`config.mk`:
```
export PLATFORM = sky130hd
export DESIGN_NAME = hazard_scoreboard_flat
export DESIGN_NICKNAME = d
export VERILOG_FILES = /design/src/rtl/hazard_scoreboard_if.sv /design/src/rtl/hazard_scoreboard.sv /design/src/flat_wrapper.sv
export SDC_FILE = /design/constraint.sdc
export NUM_CORES = 1
export LEC_CHECK = 0
export BUFFER_PORTS_ARGS = -buffer_cell sky130_fd_sc_hd__buf_2
export CAP_MARGIN = 15
export CORE_MARGIN = 1.5
export CORE_UTILIZATION = 35
export CTS_BUF_LIST = sky130_fd_sc_hd__clkbuf_8
export CTS_CLUSTER_DIAMETER = 30
export DETAILED_ROUTE_END_ITERATION = 10
export GPL_ROUTABILITY_DRIVEN = 0
export PLACE_DENSITY_LB_ADDON = 0.08
export SYNTH_ARGS = -nofsm -noshare
export SYNTH_HDL_FRONTEND = slang
export SYNTH_SLANG_ARGS = --single-unit
export TNS_END_PERCENT = 20
```
`constraint.sdc`:
```
create_clock -name clk -period 3 [get_ports clk]
set_input_delay 0.6 -clock clk [delete_from_list [all_inputs] [get_ports clk]]
set_output_delay 0.6 -clock clk [all_outputs]
set_load 0.005 [all_outputs]
```
`src/rtl/hazard_scoreboard_if.sv`:
```
// Pipeline-side bundle for hazard_scoreboard: D/E/M register addresses and MD flags in,
// stall, forward selects, MD busy and stall counter out.
interface hazard_scoreboard_if #(
    parameter int AW   = 5,
    parameter int NSTG = 3,
    parameter int TW   = 2
);
    localparam int SW = $clog2(NSTG + 1);

    logic          flush;
    logic [AW-1:0] D_A1;
    logic [AW-1:0] D_A2;
    logic [TW-1:0] D_Tuse_rs;
    logic [TW-1:0] D_Tuse_rt;
    logic [AW-1:0] D_A3;
    logic          D_RegWrite;
    logic [TW-1:0] D_Tnew;
    logic          D_MD;
    logic          D_MDstart;
    logic          D_MDdiv;
    logic [AW-1:0] E_A1;
    logic [AW-1:0] E_A2;
    logic [AW-1:0] M_A2;
    logic          stall;
    logic [SW-1:0] fwdD_rs;
    logic [SW-1:0] fwdD_rt;
    logic [SW-1:0] fwdE_rs;
    logic [SW-1:0] fwdE_rt;
    logic [SW-1:0] fwdM_rt;
    logic          md_busy;
    logic [31:0]   stall_cnt;

    modport master (
        output flush, D_A1, D_A2, D_Tuse_rs, D_Tuse_rt, D_A3, D_RegWrite, D_Tnew,
               D_MD, D_MDstart, D_MDdiv, E_A1, E_A2, M_A2,
        input  stall, fwdD_rs, fwdD_rt, fwdE_rs, fwdE_rt, fwdM_rt, md_busy, stall_cnt
    );

    modport slave (
        input  flush, D_A1, D_A2, D_Tuse_rs, D_Tuse_rt, D_A3, D_RegWrite, D_Tnew,
               D_MD, D_MDstart, D_MDdiv, E_A1, E_A2, M_A2,
        output stall, fwdD_rs, fwdD_rt, fwdE_rs, fwdE_rt, fwdM_rt, md_busy, stall_cnt
    );
endinterface

```
`src/rtl/hazard_scoreboard.sv`:
```
// Scoreboard-driven hazard unit for the 5-stage MIPS pipeline: stall, forwarding and MD latency.
// Optional feature: define HCU_STALL_CNT_EN to get a 32-bit stalled-cycle counter on stall_cnt.
module hazard_scoreboard #(
    parameter int AW      = 5,
    parameter int NSTG    = 3,
    parameter int TW      = 2,
    parameter int MUL_CYC = 5,
    parameter int DIV_CYC = 10
) (
    input  logic               clk,
    input  logic               reset,
    hazard_scoreboard_if.slave hz
);
    localparam int SW     = $clog2(NSTG + 1);
    localparam int MD_MAX = ((DIV_CYC > MUL_CYC) ? DIV_CYC : MUL_CYC) + 1;
    localparam int CW     = $clog2(MD_MAX + 1);

    typedef struct packed {
        logic          hit;
        logic [SW-1:0] idx;
        logic [TW-1:0] tnew;
    } lookup_t;

    logic          sb_we   [1:NSTG];
    logic [AW-1:0] sb_a3   [1:NSTG];
    logic [TW-1:0] sb_tnew [1:NSTG];
    logic [CW-1:0] md_cnt;

    logic    stall_rs;
    logic    stall_rt;
    logic    stall_md;
    logic    stall;
    lookup_t d_rs;
    lookup_t d_rt;
    lookup_t e_rs;
    lookup_t e_rt;
    lookup_t m_rt;

    // Scanning oldest to youngest lets the youngest producer overwrite any older hit.
    function automatic lookup_t lookup(input logic [AW-1:0] a, input int lo);
        lookup_t r;
        r = '0;
        for (int k = NSTG; k >= 1; k--) begin
            if (k >= lo && sb_we[k] && sb_a3[k] == a && a != '0) begin
                r.hit  = 1'b1;
                r.idx  = SW'(k);
                r.tnew = sb_tnew[k];
            end
        end
        return r;
    endfunction

    always_comb begin
        d_rs     = lookup(hz.D_A1, 1);
        d_rt     = lookup(hz.D_A2, 1);
        e_rs     = lookup(hz.E_A1, 2);
        e_rt     = lookup(hz.E_A2, 2);
        m_rt     = lookup(hz.M_A2, 3);
        stall_rs = d_rs.hit && (d_rs.tnew > hz.D_Tuse_rs);
        stall_rt = d_rt.hit && (d_rt.tnew > hz.D_Tuse_rt);
        stall_md = hz.D_MD && (md_cnt != '0);
        stall    = stall_rs | stall_rt | stall_md;
    end

    assign hz.stall   = stall;
    assign hz.md_busy = (md_cnt != '0);
    assign hz.fwdD_rs = (d_rs.hit && d_rs.tnew == '0) ? d_rs.idx : '0;
    assign hz.fwdD_rt = (d_rt.hit && d_rt.tnew == '0) ? d_rt.idx : '0;
    assign hz.fwdE_rs = (e_rs.hit && e_rs.tnew == '0) ? e_rs.idx : '0;
    assign hz.fwdE_rt = (e_rt.hit && e_rt.tnew == '0) ? e_rt.idx : '0;
    assign hz.fwdM_rt = (m_rt.hit && m_rt.tnew == '0) ? m_rt.idx : '0;

    // A stalled D instruction becomes a bubble in E so it is entered only once, on release.
    always_ff @(posedge clk or posedge reset) begin
        if (reset) begin
            for (int k = 1; k <= NSTG; k++) begin
                sb_we[k]   <= 1'b0;
                sb_a3[k]   <= '0;
                sb_tnew[k] <= '0;
            end
            md_cnt <= '0;
        end else if (hz.flush) begin
            for (int k = 1; k <= NSTG; k++) begin
                sb_we[k]   <= 1'b0;
                sb_a3[k]   <= '0;
                sb_tnew[k] <= '0;
            end
            md_cnt <= '0;
        end else begin
            if (stall) begin
                sb_we[1]   <= 1'b0;
                sb_a3[1]   <= '0;
                sb_tnew[1] <= '0;
            end else begin
                sb_we[1]   <= hz.D_RegWrite && (hz.D_A3 != '0);
                sb_a3[1]   <= hz.D_A3;
                sb_tnew[1] <= hz.D_Tnew;
            end
            for (int k = 2; k <= NSTG; k++) begin
                sb_we[k]   <= sb_we[k-1];
                sb_a3[k]   <= sb_a3[k-1];
                sb_tnew[k] <= (sb_tnew[k-1] == '0) ? '0 : sb_tnew[k-1] - TW'(1);
            end
            if (hz.D_MDstart && !stall) begin
                md_cnt <= hz.D_MDdiv ? CW'(DIV_CYC + 1) : CW'(MUL_CYC + 1);
            end else if (md_cnt != '0) begin
                md_cnt <= md_cnt - CW'(1);
            end
        end
    end

`ifdef HCU_STALL_CNT_EN
    logic [31:0] stall_cnt_q;

    // Survives flush on purpose so it measures stalls across exceptions.
    always_ff @(posedge clk or posedge reset) begin
        if (reset) begin
            stall_cnt_q <= '0;
        end else if (stall) begin
            stall_cnt_q <= stall_cnt_q + 32'd1;
        end
    end

    assign hz.stall_cnt = stall_cnt_q;
`else
    assign hz.stall_cnt = '0;
`endif
endmodule
```
`src/flat_wrapper.sv`:
```
// flat-port wrapper written by rule: the top's interface ports become plain ports
module hazard_scoreboard_flat 
#(
    parameter int AW      = 5,
    parameter int NSTG    = 3,
    parameter int TW      = 2,
    parameter int MUL_CYC = 5,
    parameter int DIV_CYC = 10
)
  (clk, reset, hz_flush, hz_D_A1, hz_D_A2, hz_D_Tuse_rs, hz_D_Tuse_rt, hz_D_A3, hz_D_RegWrite, hz_D_Tnew, hz_D_MD, hz_D_MDstart, hz_D_MDdiv, hz_E_A1, hz_E_A2, hz_M_A2, hz_stall, hz_fwdD_rs, hz_fwdD_rt, hz_fwdE_rs, hz_fwdE_rt, hz_fwdM_rt, hz_md_busy, hz_stall_cnt);
  hazard_scoreboard_if #(.AW(AW), .NSTG(NSTG), .TW(TW)) hz_i ();
  input  logic clk;
  input  logic reset;
  input wire logic [$bits(hz_i.flush)-1:0] hz_flush;
  input wire logic [$bits(hz_i.D_A1)-1:0] hz_D_A1;
  input wire logic [$bits(hz_i.D_A2)-1:0] hz_D_A2;
  input wire logic [$bits(hz_i.D_Tuse_rs)-1:0] hz_D_Tuse_rs;
  input wire logic [$bits(hz_i.D_Tuse_rt)-1:0] hz_D_Tuse_rt;
  input wire logic [$bits(hz_i.D_A3)-1:0] hz_D_A3;
  input wire logic [$bits(hz_i.D_RegWrite)-1:0] hz_D_RegWrite;
  input wire logic [$bits(hz_i.D_Tnew)-1:0] hz_D_Tnew;
  input wire logic [$bits(hz_i.D_MD)-1:0] hz_D_MD;
  input wire logic [$bits(hz_i.D_MDstart)-1:0] hz_D_MDstart;
  input wire logic [$bits(hz_i.D_MDdiv)-1:0] hz_D_MDdiv;
  input wire logic [$bits(hz_i.E_A1)-1:0] hz_E_A1;
  input wire logic [$bits(hz_i.E_A2)-1:0] hz_E_A2;
  input wire logic [$bits(hz_i.M_A2)-1:0] hz_M_A2;
  output wire logic [$bits(hz_i.stall)-1:0] hz_stall;
  output wire logic [$bits(hz_i.fwdD_rs)-1:0] hz_fwdD_rs;
  output wire logic [$bits(hz_i.fwdD_rt)-1:0] hz_fwdD_rt;
  output wire logic [$bits(hz_i.fwdE_rs)-1:0] hz_fwdE_rs;
  output wire logic [$bits(hz_i.fwdE_rt)-1:0] hz_fwdE_rt;
  output wire logic [$bits(hz_i.fwdM_rt)-1:0] hz_fwdM_rt;
  output wire logic [$bits(hz_i.md_busy)-1:0] hz_md_busy;
  output wire logic [$bits(hz_i.stall_cnt)-1:0] hz_stall_cnt;
  assign hz_i.flush = hz_flush;
  assign hz_i.D_A1 = hz_D_A1;
  assign hz_i.D_A2 = hz_D_A2;
  assign hz_i.D_Tuse_rs = hz_D_Tuse_rs;
  assign hz_i.D_Tuse_rt = hz_D_Tuse_rt;
  assign hz_i.D_A3 = hz_D_A3;
  assign hz_i.D_RegWrite = hz_D_RegWrite;
  assign hz_i.D_Tnew = hz_D_Tnew;
  assign hz_i.D_MD = hz_D_MD;
  assign hz_i.D_MDstart = hz_D_MDstart;
  assign hz_i.D_MDdiv = hz_D_MDdiv;
  assign hz_i.E_A1 = hz_E_A1;
  assign hz_i.E_A2 = hz_E_A2;
  assign hz_i.M_A2 = hz_M_A2;
  assign hz_stall = hz_i.stall;
  assign hz_fwdD_rs = hz_i.fwdD_rs;
  assign hz_fwdD_rt = hz_i.fwdD_rt;
  assign hz_fwdE_rs = hz_i.fwdE_rs;
  assign hz_fwdE_rt = hz_i.fwdE_rt;
  assign hz_fwdM_rt = hz_i.fwdM_rt;
  assign hz_md_busy = hz_i.md_busy;
  assign hz_stall_cnt = hz_i.stall_cnt;
  hazard_scoreboard #(.AW(AW), .NSTG(NSTG), .TW(TW), .MUL_CYC(MUL_CYC), .DIV_CYC(DIV_CYC)) u_core (.clk(clk), .reset(reset), .hz(hz_i));
endmodule
```
# Yosys cells after proc, flatten, opt, wreduce, memory -nomap -nowiden

Cells that the tools add are included.

$add $sub $neg: 3
Multiplexer cells: 28
Equality and inequality tests: 11
Bitwise operators: 2
Reductions and logical operators: 48
Order comparisons: 2

Operators with widths:

| cell                | number |
|---|---|
| $mux 5              | 12 |
| $eq 5x5->1          | 11 |
| $logic_and 1x1->1   | 32 |
| $reduce_bool 5->1   | 6 |
| $mux 2              | 8 |
| $mux 4              | 4 |
| $mux 15             | 1 |
| $logic_not 2->1     | 7 |
| $mux 6              | 1 |
| $gt 2x2->1          | 2 |
| $reduce_bool 4->1   | 1 |
| $sub 2x1->2 const B | 2 |
| $sub 4x1->4 const B | 1 |
| $mux 3              | 1 |
| $reduce_bool 3->1   | 1 |
| $or 1x1->1          | 2 |
| $logic_not 1->1     | 1 |
| $mux 1              | 1 |

Output and inout bits: 44
Flip-flop bits (word level): 28

# Logic depth before layout (Yosys ltp)

Gate-level depths: netlist (run 1).

Depth after elaboration: 14
Gate-level depth with buffers: 14
Depth with buffers taken out: 13

# Least setup slack after synthesis (run 1)

OpenSTA, ideal clock, no wires.

Kind: input -> output
Start: input hz_D_A2[1]
End: output hz_stall
Path slack: -195 ps
Arrival: 2595 ps
Stages: 11
Path through: or4_4 nor2_4 or3_1 mux2i_1 o21ai_0 ha_1 a21oi_1 a21oi_1 o31a_1 nor2_1 nand2_1

Word-level cells in the longest chain between the ends: 10
Elaborated cells on any way between the ends: 17

Ends and longest elaborated chain:

| what                            | line                    | source |
|---|---|---|
| from (decl)                     | flat_wrapper.sv:16      | `input wire logic [$bits(hz_i.D_A2)-1:0] hz_D_A2;` |
| $eq 5x5->1                      | hazard_scoreboard.sv:44 | `if (k >= lo && sb_we[k] && sb_a3[k] == a && a != '0) begin` |
| $logic_and 1x1->1 (2 in series) | hazard_scoreboard.sv:44 |  |
| $mux 5 (2 in series)            | hazard_scoreboard.sv:44 |  |
| $mux 5 (*)                      | hazard_scoreboard.sv:44 |  |
| $gt 2x2->1                      | hazard_scoreboard.sv:60 | `stall_rt = d_rt.hit && (d_rt.tnew > hz.D_Tuse_rt);` |
| $logic_and 1x1->1 (*)           | hazard_scoreboard.sv:60 |  |
| $or 1x1->1 (*) (2 in series)    | hazard_scoreboard.sv:62 | `stall = stall_rs \| stall_rt \| stall_md;` |
| to (decl)                       | flat_wrapper.sv:28      | `output wire logic [$bits(hz_i.stall)-1:0] hz_stall;` |

Every way passes the cells marked *; elsewhere a longest branch is shown, timed or not.

# Worst setup path in the final report (run 1)

Start: input hz_D_A1[1]
End: output hz_stall

Word-level cells in the longest chain between the ends: 10
Elaborated cells on any way between the ends: 17

Ends and longest elaborated chain:

| what                            | line                    | source |
|---|---|---|
| from (decl)                     | flat_wrapper.sv:15      | `input wire logic [$bits(hz_i.D_A1)-1:0] hz_D_A1;` |
| $eq 5x5->1                      | hazard_scoreboard.sv:44 |  |
| $logic_and 1x1->1 (2 in series) | hazard_scoreboard.sv:44 |  |
| $mux 5 (2 in series)            | hazard_scoreboard.sv:44 |  |
| $mux 5 (*)                      | hazard_scoreboard.sv:44 |  |
| $gt 2x2->1                      | hazard_scoreboard.sv:59 | `stall_rs = d_rs.hit && (d_rs.tnew > hz.D_Tuse_rs);` |
| $logic_and 1x1->1 (*)           | hazard_scoreboard.sv:59 |  |
| $or 1x1->1 (*) (2 in series)    | hazard_scoreboard.sv:62 |  |

Marked as above.

==> results of run 1 <==
[sequential cells by signal, summed over array words and instances (netlist names)]
signal / count
u_core.md_cnt: 4
u_core.sb_we: 3
u_core.sb_tnew: 6
u_core.sb_a3: 15
[metal layers]
layer	share of wire [%]	wire, um
met4	1.4	83
met2	48	2830
met3	4.3	252
met5	0	0
met1	46	2680
[placed cells by master (no fill, tap or decap), types with 9 or more instances in the layout]
| cell | instances |
|---|---|
| buf_2 | 51 |
| buf_4 | 50 |
| xnor2_1 | 41 |
| conb_1 | 32 |
| dfrtp_1 | 28 |
| nor2b_1 | 13 |
| xor2_1 | 12 |
| nand2_1 | 11 |
| nand4_1 | 10 |
| nor2_1 | 9 |
[worst paths after layout]
path | from | end | slack [ns] | cells after the start
min in group clk | u_core.sb_tnew[2]$_DFF_PP0_ | u_core.sb_tnew[0]$_DFF_PP0_ | 0.53 | 1
max | hz_D_A1[1] | hz_stall | -0.36 | 14
max in group asynchronous | reset | u_core.sb_we[1]$_DFF_PP0_ | 2.36 | 3
min reg2reg | u_core.sb_tnew[2]$_DFF_PP0_ | u_core.sb_tnew[0]$_DFF_PP0_ | 0.53 | 1
min | reset | u_core.sb_a3[5]$_DFF_PP0_ | 0.37 | 3
max reg2reg | u_core.sb_a3[6]$_DFF_PP0_ | u_core.sb_we[2]$_DFF_PP0_ | -0.11 | 15
[kinds of logic (layout without fill, tap and decap cells)]
| group | after synthesis | in the layout | synth area share, % |
|---|---|---|---|
| simple gates | 93 | 93 | 24.5 |
| buf+inv | 56 | 120 | 14.0 |
| xor+xnor | 55 | 55 | 20.1 |
| flops | 28 | 28 | 29.3 |
| compound gates | 22 | 22 | 6.65 |
| mux | 6 | 6 | 2.67 |
| fa+ha+maj | 5 | 5 | 2.62 |
| other cells | 1 | 32 | 0.157 |
[metrics by stage]
step | TNS [ns] | util (%)
after global routing | -4.72 | 50.3
after global placement | -4.57 | 44.8
final | -2.67 | 50.3
after detailed placement | -4.77 | 44.8
after floorplan | -0.505 | -
after CTS | -1.75 | 47.2
[critical path: stages]
cell	delay, ns
buf_8	0.10
or4_4	0.54
nor2_4	0.18
buf_4	0.14
nor4_4	0.04
nor2b_4	0.15
a31oi_4	0.18
ha_4	0.23
a21oi_2	0.14
a21oi_2	0.04
o31a_1	0.14
nor2_1	0.10
nand2_1	0.06
buf_2	0.12
[where the power goes]
group / switching, mW / leakage, nW / internal [mW]
logic: 0.214 / 1.11 / 0.240
clock network: 0.123 / 0.0288 / 0.118
registers: 0.0488 / 0.378 / 0.422
total: 0.385 / 1.51 / 0.780
[cell type report]
class                      count  share of cell area, %
clock buffer                   4                   1.69
multi-input combinational    213                   51.1
timing repair buffer         106                   21.5
inverter                      10                   1.16
tap                           77                   2.96
sequential                    28                   21.6
[timing repair]
item                                    in CTS  in global routing
setup buffers                                6                  6
gates resized for setup                     12                 30
endpoints found under the setup margin      14                 17
pin swaps                                   12                 13
==> results.cfg, run 1 <==
[run_status]
run_status = finished, violations left
violations = DRC, setup timing

[layout]
drive_above_1_share_pct = 40.7
n_antenna_cell = 0
n_fill_cell = 654
finalInstanceArea_mm2 = 0.00325
multi_input_area_mm2 = 0.00166
layout.cells.non_filler = 438
fin_nets = 410
area_growth_pct = 35.9
seqCellArea_um2 = 701

[global_route]
antenna_found_initial = 0
grt.total_usage_pct = 15.9
grt_use_met1_pct = 20.7
use_met3_pct = 1.64
grt_pass1_vias = 1951
grt_max_degree = 29
grt-ovfl-total = 0
grt-busiest-layer = met2
grt_pass1_wl_um = 9310
grtUsageMet2_pct = 28.2

[yosys]
ys_warn_count = 0
syn_area_mm2 = 0.00239
yosysMostFrequentCell = xnor2_1
syn_inst = 266
netlist_top_cells_area = dfrtp_1 (29%), xnor2_1 (16%), buf_4 (10%)
yosysTopAreaCellShare_pct = 29.3
synth_edf_count = 0
synth_area_leader_cell = dfrtp_1
synth-main-ff-cell = dfrtp_1
synth.distinct_cells = 39
yosysSeqAreaShare_pct = 29.3
async_reset_ff_share_pct = 100
avgSynthCellArea_um2 = 8.99
synth_common_cells = xnor2_1 (43), buf_4 (33), dfrtp_1 (28), nor2b_1 (14), clkbuf_1 (13)
ys_ff_latch = 28

[sta]
finalMaxSlewViolations = 0
setup_slack_ns = -0.363
timing.fmax_mhz = 297
fin_skew_ns = 0.00538
fin_hold_ws_ns = 0.369
hold_viol_final = 0
period_needed_ns = 3.36
rsz0062_at_grt = yes
post-route-period-util_pct = 112
setup_violations = 16

[floorplan]
dieArea_mm2 = 0.00734
ios = 87
die_y_um = 85.7
start_util_pct = 37.0
core_mm2 = 0.00646
rows = 29
die_w_um = 85.7

[place]
io_buffers = 54
hpwl_um = 4580
dp.cells = 422
place_area_mm2 = 0.00290
pre_cts_ws_ns = -0.453

[worst_setup_path]
critPathArrivalTime_ns = 2.76
crit_fanout = 4
critical_path_class = in -> out
endpoint_kind = primary output
crit_path_start_kind = input port
required_ns = 2.40

[drt]
drtPass1Iterations = 7
drt-vias-per-instance = 4.62
finalWirelength_um = 5850
drt-wirelength-per-cell_um = 13.3
drt_iter0_markers = 54
drc = 6
postRouteAntennaNets = 0
vias = 2024

[power]
cellPowerDensity_mw_per_mm2 = 359
peakVddDrop_mv = 0.333
cellLeakagePower_nw = 1.51
finalPower_mw = 1.17

[clock_tree]
cts_sinks = 28
clock_tree.buffer_depth = 2
root_buffer = clkbuf_8
cts_tree = built
clock_latency_ns = 0.28
h-tree-depth = 1
cts_buffers = 3
ctsHoldBuffers = 0
clk_pin_slew_worst_paths_ns = 0.10

[job]
drv_cap = 0

[worst_hold_path]
hold_path.class = in -> async
(Power assumes the default switching activity.)
==> run 2, diff against run 1 <==
--- a/constraint.sdc
+++ b/constraint.sdc
@@ -3,2 +3,2 @@
 set_output_delay 0.6 -clock clk [all_outputs]
-set_load 0.005 [all_outputs]
+set_load 0.01 [all_outputs]
==> run 2 against run 1 <==
Compared with the run above:
- the run still ends with DRC, setup timing left
- non-clock buffer count is 5 lower
- routed wire length is 3.0% lower
- worst hold slack better by 0.0042 ns
- sequential cell count stayed put
- critical endpoint unchanged
- largest cell class unchanged
==> results.cfg, run 2 (synthesis results as in run 1) <==
[global_route]
grt_pass1_wl_um = 9360
grt-ovfl-total = 0
antenna_found_initial = 0
grt.total_usage_pct = 16.1
grt_pass1_vias = 1948
grt_max_degree = 29

[clock_tree]
cts_sinks = 28
h-tree-depth = 1
cts_buffers = 3
cts_tree = built
ctsHoldBuffers = 0
clock_tree.buffer_depth = 2
clock_latency_ns = 0.27
clk_pin_slew_worst_paths_ns = 0.10
root_buffer = clkbuf_8

[worst_setup_path]
crit_path_start_kind = input port
r2r_cells = 14
endpoint_kind = primary output
reg2reg_slack_ns = -0.14
max_stage_delay_ns = 0.54
r2r_end = u_core.md_cnt[3]$_DFFE_PP0P_
crit_slowest_cell = or4_4
critical_path_class = in -> out
crit_fanout = 3
crit-reg2reg-launch = u_core.sb_a3[1]$_DFF_PP0_
path_cells = buf_6 -> or4_4 -> nor2_4 -> or3_4 -> mux2i_1 -> o21ai_1 -> ha_1 -> a21oi_2 -> a21oi_1 -> o31a_1 -> nor2_1 -> nand2_1 -> buf_2
required_ns = 2.40
critPathArrivalTime_ns = 2.78

[sta]
post-route-period-util_pct = 113
fin_hold_ws_ns = 0.373
hold_viol_final = 0
finalMaxSlewViolations = 0
rsz0062_at_grt = yes
period_needed_ns = 3.38
relSlewSlack_pct = 65.1
fin_skew_ns = 0.00303
setup_violations = 13
timing.fmax_mhz = 296
max_slew.worst_pin.slew_ns = 0.522
setup_slack_ns = -0.376

[power]
pwr-share-seq_pct = 38.7
p_switching_mw = 0.391
p_comb_share_pct = 36.7
cellLeakagePower_nw = 1.49
p_sw_share_pct = 32.1
cellInternalPower_mw = 0.826
cellPowerDensity_mw_per_mm2 = 380
power_frac_clock_pct = 24.7
peakVddDrop_mv = 0.349
finalPower_mw = 1.22

[layout]
drive_above_1_share_pct = 39.3
fin_nets = 405
largest_reg_flops = 15
layout_commonest_cell = buf_2
n_antenna_cell = 0
final_core_util_pct = 49.6
n_fill_cell = 642
seqCellArea_um2 = 701
multi_input_area_mm2 = 0.00164
largestRegisters = u_core.sb_a3 (15), u_core.sb_tnew (6), u_core.md_cnt (4)
final_cell_mix = buf_2 (50), buf_4 (45), xnor2_1 (39)
area_growth_pct = 33.9
finalInstanceArea_mm2 = 0.00320
top_register = u_core.sb_a3

[place]
place_area_mm2 = 0.00288
hpwl_um = 4600
pre_cts_ws_ns = -0.576
io_buffers = 54

[floorplan]
die_w_um = 85.7
dieArea_mm2 = 0.00734
die_y_um = 85.7
ios = 87
core_mm2 = 0.00646
rows = 29
start_util_pct = 37.0

[drt]
drt_iter0_markers = 86
drt-wirelength-per-cell_um = 13.1
postRouteAntennaNets = 0
drtPass1Iterations = 7
drt-vias-per-instance = 4.64
finalWirelength_um = 5670
drc = 7
vias = 2008

[run_status]
violations = DRC, setup timing
run_status = finished, violations left

[job]
drv_cap = 0

[worst_hold_path]
hold_path.class = in -> async
## run 2: changes by cell type in the layout (fill, tap and decap cells not counted), moves of 3 or more
| cell | delta |
|---|---|
| mux2_4 | -3 |
| nor3_2 | +3 |
| buf_4 | -5 |
| mux2_2 | +3 |
| buf_6 | +3 |
## run 2: how the worst max path moves through the flow
| stage | startpoint | to | slack (ns) | depth (start not counted) |
|---|---|---|---|---|
| 2_1_floorplan | hz_D_A2[1] | hz_stall | -0.18 | 11 |
| 3_3_place_gp | hz_D_A1[1] | hz_stall | -0.52 | 12 |
| 3_5_place_dp | hz_D_A1[3] | hz_stall | -0.58 | 13 |
| 4_1_cts | u_core.sb_a3[9]$_DFF_PP0_ | hz_stall | -0.39 | 13 |
| 5_1_grt | hz_D_A2[2] | hz_stall | -0.55 | 13 |
| 6_report | hz_D_A2[2] | hz_stall | -0.38 | 13 |
## run 2: power by group through the flow
stage	Combinational (mW)	Clock [mW]	Sequential, mW
6_report	0.446	0.300	0.471
5_1_grt	0.500	0.328	0.480
4_1_cts	0.437	0.312	0.470
3_5_place_dp	0.425	0	0.477
3_3_place_gp	0.422	0	0.477
2_1_floorplan	0.335	0	0.456
## run 2: metal layers
| metal | GRT usage (%) | part of all wire, % |
|---|---|---|
| met1 | 20.8 | 44 |
| met2 | 28.2 | 49 |
| met3 | 1.92 | 5.3 |
| met4 | 4.55 | 1.4 |
| met5 | 0 | 0 |
## run 2: cell type report
cell class                 count  area share, %
multi-input combinational    213           51.2
sequential                    28           21.9
timing repair buffer         101           20.5
tap                           77           3.01
clock buffer                   3           1.29
inverter                      10           1.17
clock inverter                 1          0.938
## run 2: stage by stage
stage          TNS (ns)  std cells
4_1_cts           -1.59        428
2_1_floorplan    -0.522        297
6_report          -2.11        433
5_1_grt           -3.72        433
3_3_place_gp      -4.24        421
3_5_place_dp      -5.09        421
## run 2: repair_timing
item	in CTS	in global routing
buffers inserted	3	5
pin swaps	12	23
setup endpoints to repair	13	17
gates resized for setup	15	21
## run 2: critical path: cells and delay by family
kind            cells  cell delay [ns]
simple gates        5             0.95
compound gates      4             0.49
fa+ha+maj           1             0.33
buf+inv             2             0.21
mux                 1             0.19
==> run 3, diff against run 2 <==
- BUFFER_PORTS_ARGS: -buffer_cell sky130_fd_sc_hd__buf_2 -> -buffer_cell sky130_fd_sc_hd__buf_4
==> run 3 against run 2 <==
Compared with the run above:
- the run still ends with DRC, setup timing left
- critical path depth unchanged
- non-clock buffer count rose by 1
- total power is 4.3% higher
- routed wire length shrank 0.79%
- worst setup slack improved by 0.010 ns
- register-to-register slack improved by 0.02 ns
- final cell count up 0.23%
- via count shrank 0.50%
- clock-buffer cell count unchanged
- combinational power increased by 11%
- die area stayed put
==> results.cfg, run 3 (synthesis results as in run 1) <==
[run_status]
run_status = finished, violations left
violations = DRC, setup timing

[power]
pwr-share-seq_pct = 37.2
p_switching_mw = 0.402
p_comb_share_pct = 39.0
power_frac_clock_pct = 23.8
cellLeakagePower_nw = 1.55
cellPowerDensity_mw_per_mm2 = 376
peakVddDrop_mv = 0.263
p_sw_share_pct = 31.7
cellInternalPower_mw = 0.868

[layout]
top_register = u_core.sb_a3
final_cell_mix = buf_4 (91), xnor2_1 (40), conb_1 (32)
layout_commonest_cell = buf_4
largestRegisters = u_core.sb_a3 (15), u_core.sb_tnew (6), u_core.md_cnt (4)
final_core_util_pct = 52.2
layout.cells.non_filler = 434
drive_above_1_share_pct = 40.1
fin_nets = 406
n_antenna_cell = 0
largest_reg_flops = 15
finalInstanceArea_mm2 = 0.00337
area_growth_pct = 41.1

[drt]
drc = 7
drt-vias-per-instance = 4.60
vias = 1998
drt_iter0_markers = 41
drtPass1Iterations = 7
drt-wirelength-per-cell_um = 13.0
postRouteAntennaNets = 0
finalWirelength_um = 5630

[sta]
hold_viol_final = 0
timing.fmax_mhz = 297
period_needed_ns = 3.37
setup_slack_ns = -0.366
setup_violations = 15
post-route-period-util_pct = 112
rsz0062_at_grt = yes
fin_skew_ns = 0.00233
finalMaxSlewViolations = 0

[floorplan]
dieArea_mm2 = 0.00734
core_mm2 = 0.00646
ios = 87
die_w_um = 85.7
start_util_pct = 37.0
die_y_um = 85.7
rows = 29

[clock_tree]
clock_latency_ns = 0.28
root_buffer = clkbuf_8
clk_pin_slew_worst_paths_ns = 0.10
h-tree-depth = 1
ctsHoldBuffers = 0
cts_tree = built
cts_sinks = 28
cts_buffers = 3
clock_tree.buffer_depth = 2

[worst_setup_path]
crit_path_start_kind = input port
r2r_end = u_core.sb_we[2]$_DFF_PP0_
required_ns = 2.40
reg2reg_slack_ns = -0.12
crit-reg2reg-launch = u_core.sb_a3[6]$_DFF_PP0_
endpoint_kind = primary output
critical_path_class = in -> out
critPathArrivalTime_ns = 2.77
r2r_cells = 15
startpoint = hz_D_A1[4]
crit_fanout = 4

[global_route]
grt-ovfl-total = 0
grt_pass1_wl_um = 9150
grt.total_usage_pct = 15.6
antenna_found_initial = 0
grt_pass1_vias = 1948
grt_max_degree = 29

[job]
drv_cap = 0

[place]
dp.cells = 420
io_buffers = 54
hpwl_um = 4540
place_area_mm2 = 0.00300

[worst_hold_path]
hold_path.class = in -> async
==> run 3: cell types whose count changed in the layout (fill, tap and decap cells not counted), moves of 2 or more <==
cell    previous run  this run
buf_8              0         2
inv_2              1         3
buf_4             45        91
buf_2             50         0
nor3_2             4         2
inv_1              9         7
buf_6              6         9
==> run 3: final cells by class <==
type,count,area (um^2)
inverter,10,37.5
clock inverter,1,30.0
multi-input combinational,213,1650
sequential,28,701
clock buffer,3,41.3
timing repair buffer,102,815
tap,77,96.3
fill,641,3080
==> run 3: worst max-delay path by stage <==
stage | to | depth (start not counted)
after floorplan | hz_stall | 11
after global routing | hz_stall | 14
after CTS | hz_stall | 13
after global placement | u_core.md_cnt[3]$_DFFE_PP0P_ | 14
final | hz_stall | 13
after detailed placement | u_core.md_cnt[0]$_DFFE_PP0P_ | 14
==> run 3: power groups by stage <==
stage	Sequential [mW]	Combinational, mW	Clock, mW
CTS	0.470	0.474	0.309
floorplan	0.456	0.335	0
global route	0.480	0.556	0.326
detailed placement	0.478	0.450	0
global placement	0.476	0.447	0
finish	0.472	0.496	0.302
==> run 3: through the flow <==
stage	worst slack [ns]	total power, mW	hold slack [ns]	TNS, ns
floorplan	-0.178	0.792	0.445	-0.522
global placement	-0.396	0.923	0.513	-4.12
detailed placement	-0.492	0.927	0.502	-5.20
CTS	-0.360	1.25	0.391	-1.74
global route	-0.502	1.36	0.419	-4.58
finish	-0.366	1.27	0.382	-2.55
==> run 3: what timing repair did <==
| action | in CTS | in global routing |
|---|---|---|
| pin swaps | 13 | 20 |
| endpoints found under the hold margin | 0 | 0 |
| setup buffers | 8 | 5 |
| setup endpoints to repair | 14 | 17 |
| resized for setup | 14 | 33 |
==> run 3: metal layers <==
| metal | part of all wire (%) | GRT usage (%) |
|---|---|---|
| met1 | 44 | 20.2 |
| met3 | 5.0 | 2.41 |
| met5 | 0 | 0 |
| met4 | 1.0 | 3.67 |
| met2 | 50 | 27.3 |
==> run 3: worst max-delay path, stage by stage <==
cell and delay (ns):
buf_8 0.10, or4_4 0.54, nor2_4 0.18, nor4_4 0.08
nand3b_1 0.22, a31oi_4 0.20, ha_4 0.23, a21oi_2 0.13
a21oi_2 0.04, o31a_1 0.13, nor2_1 0.12, nand2_1 0.07
buf_6 0.12
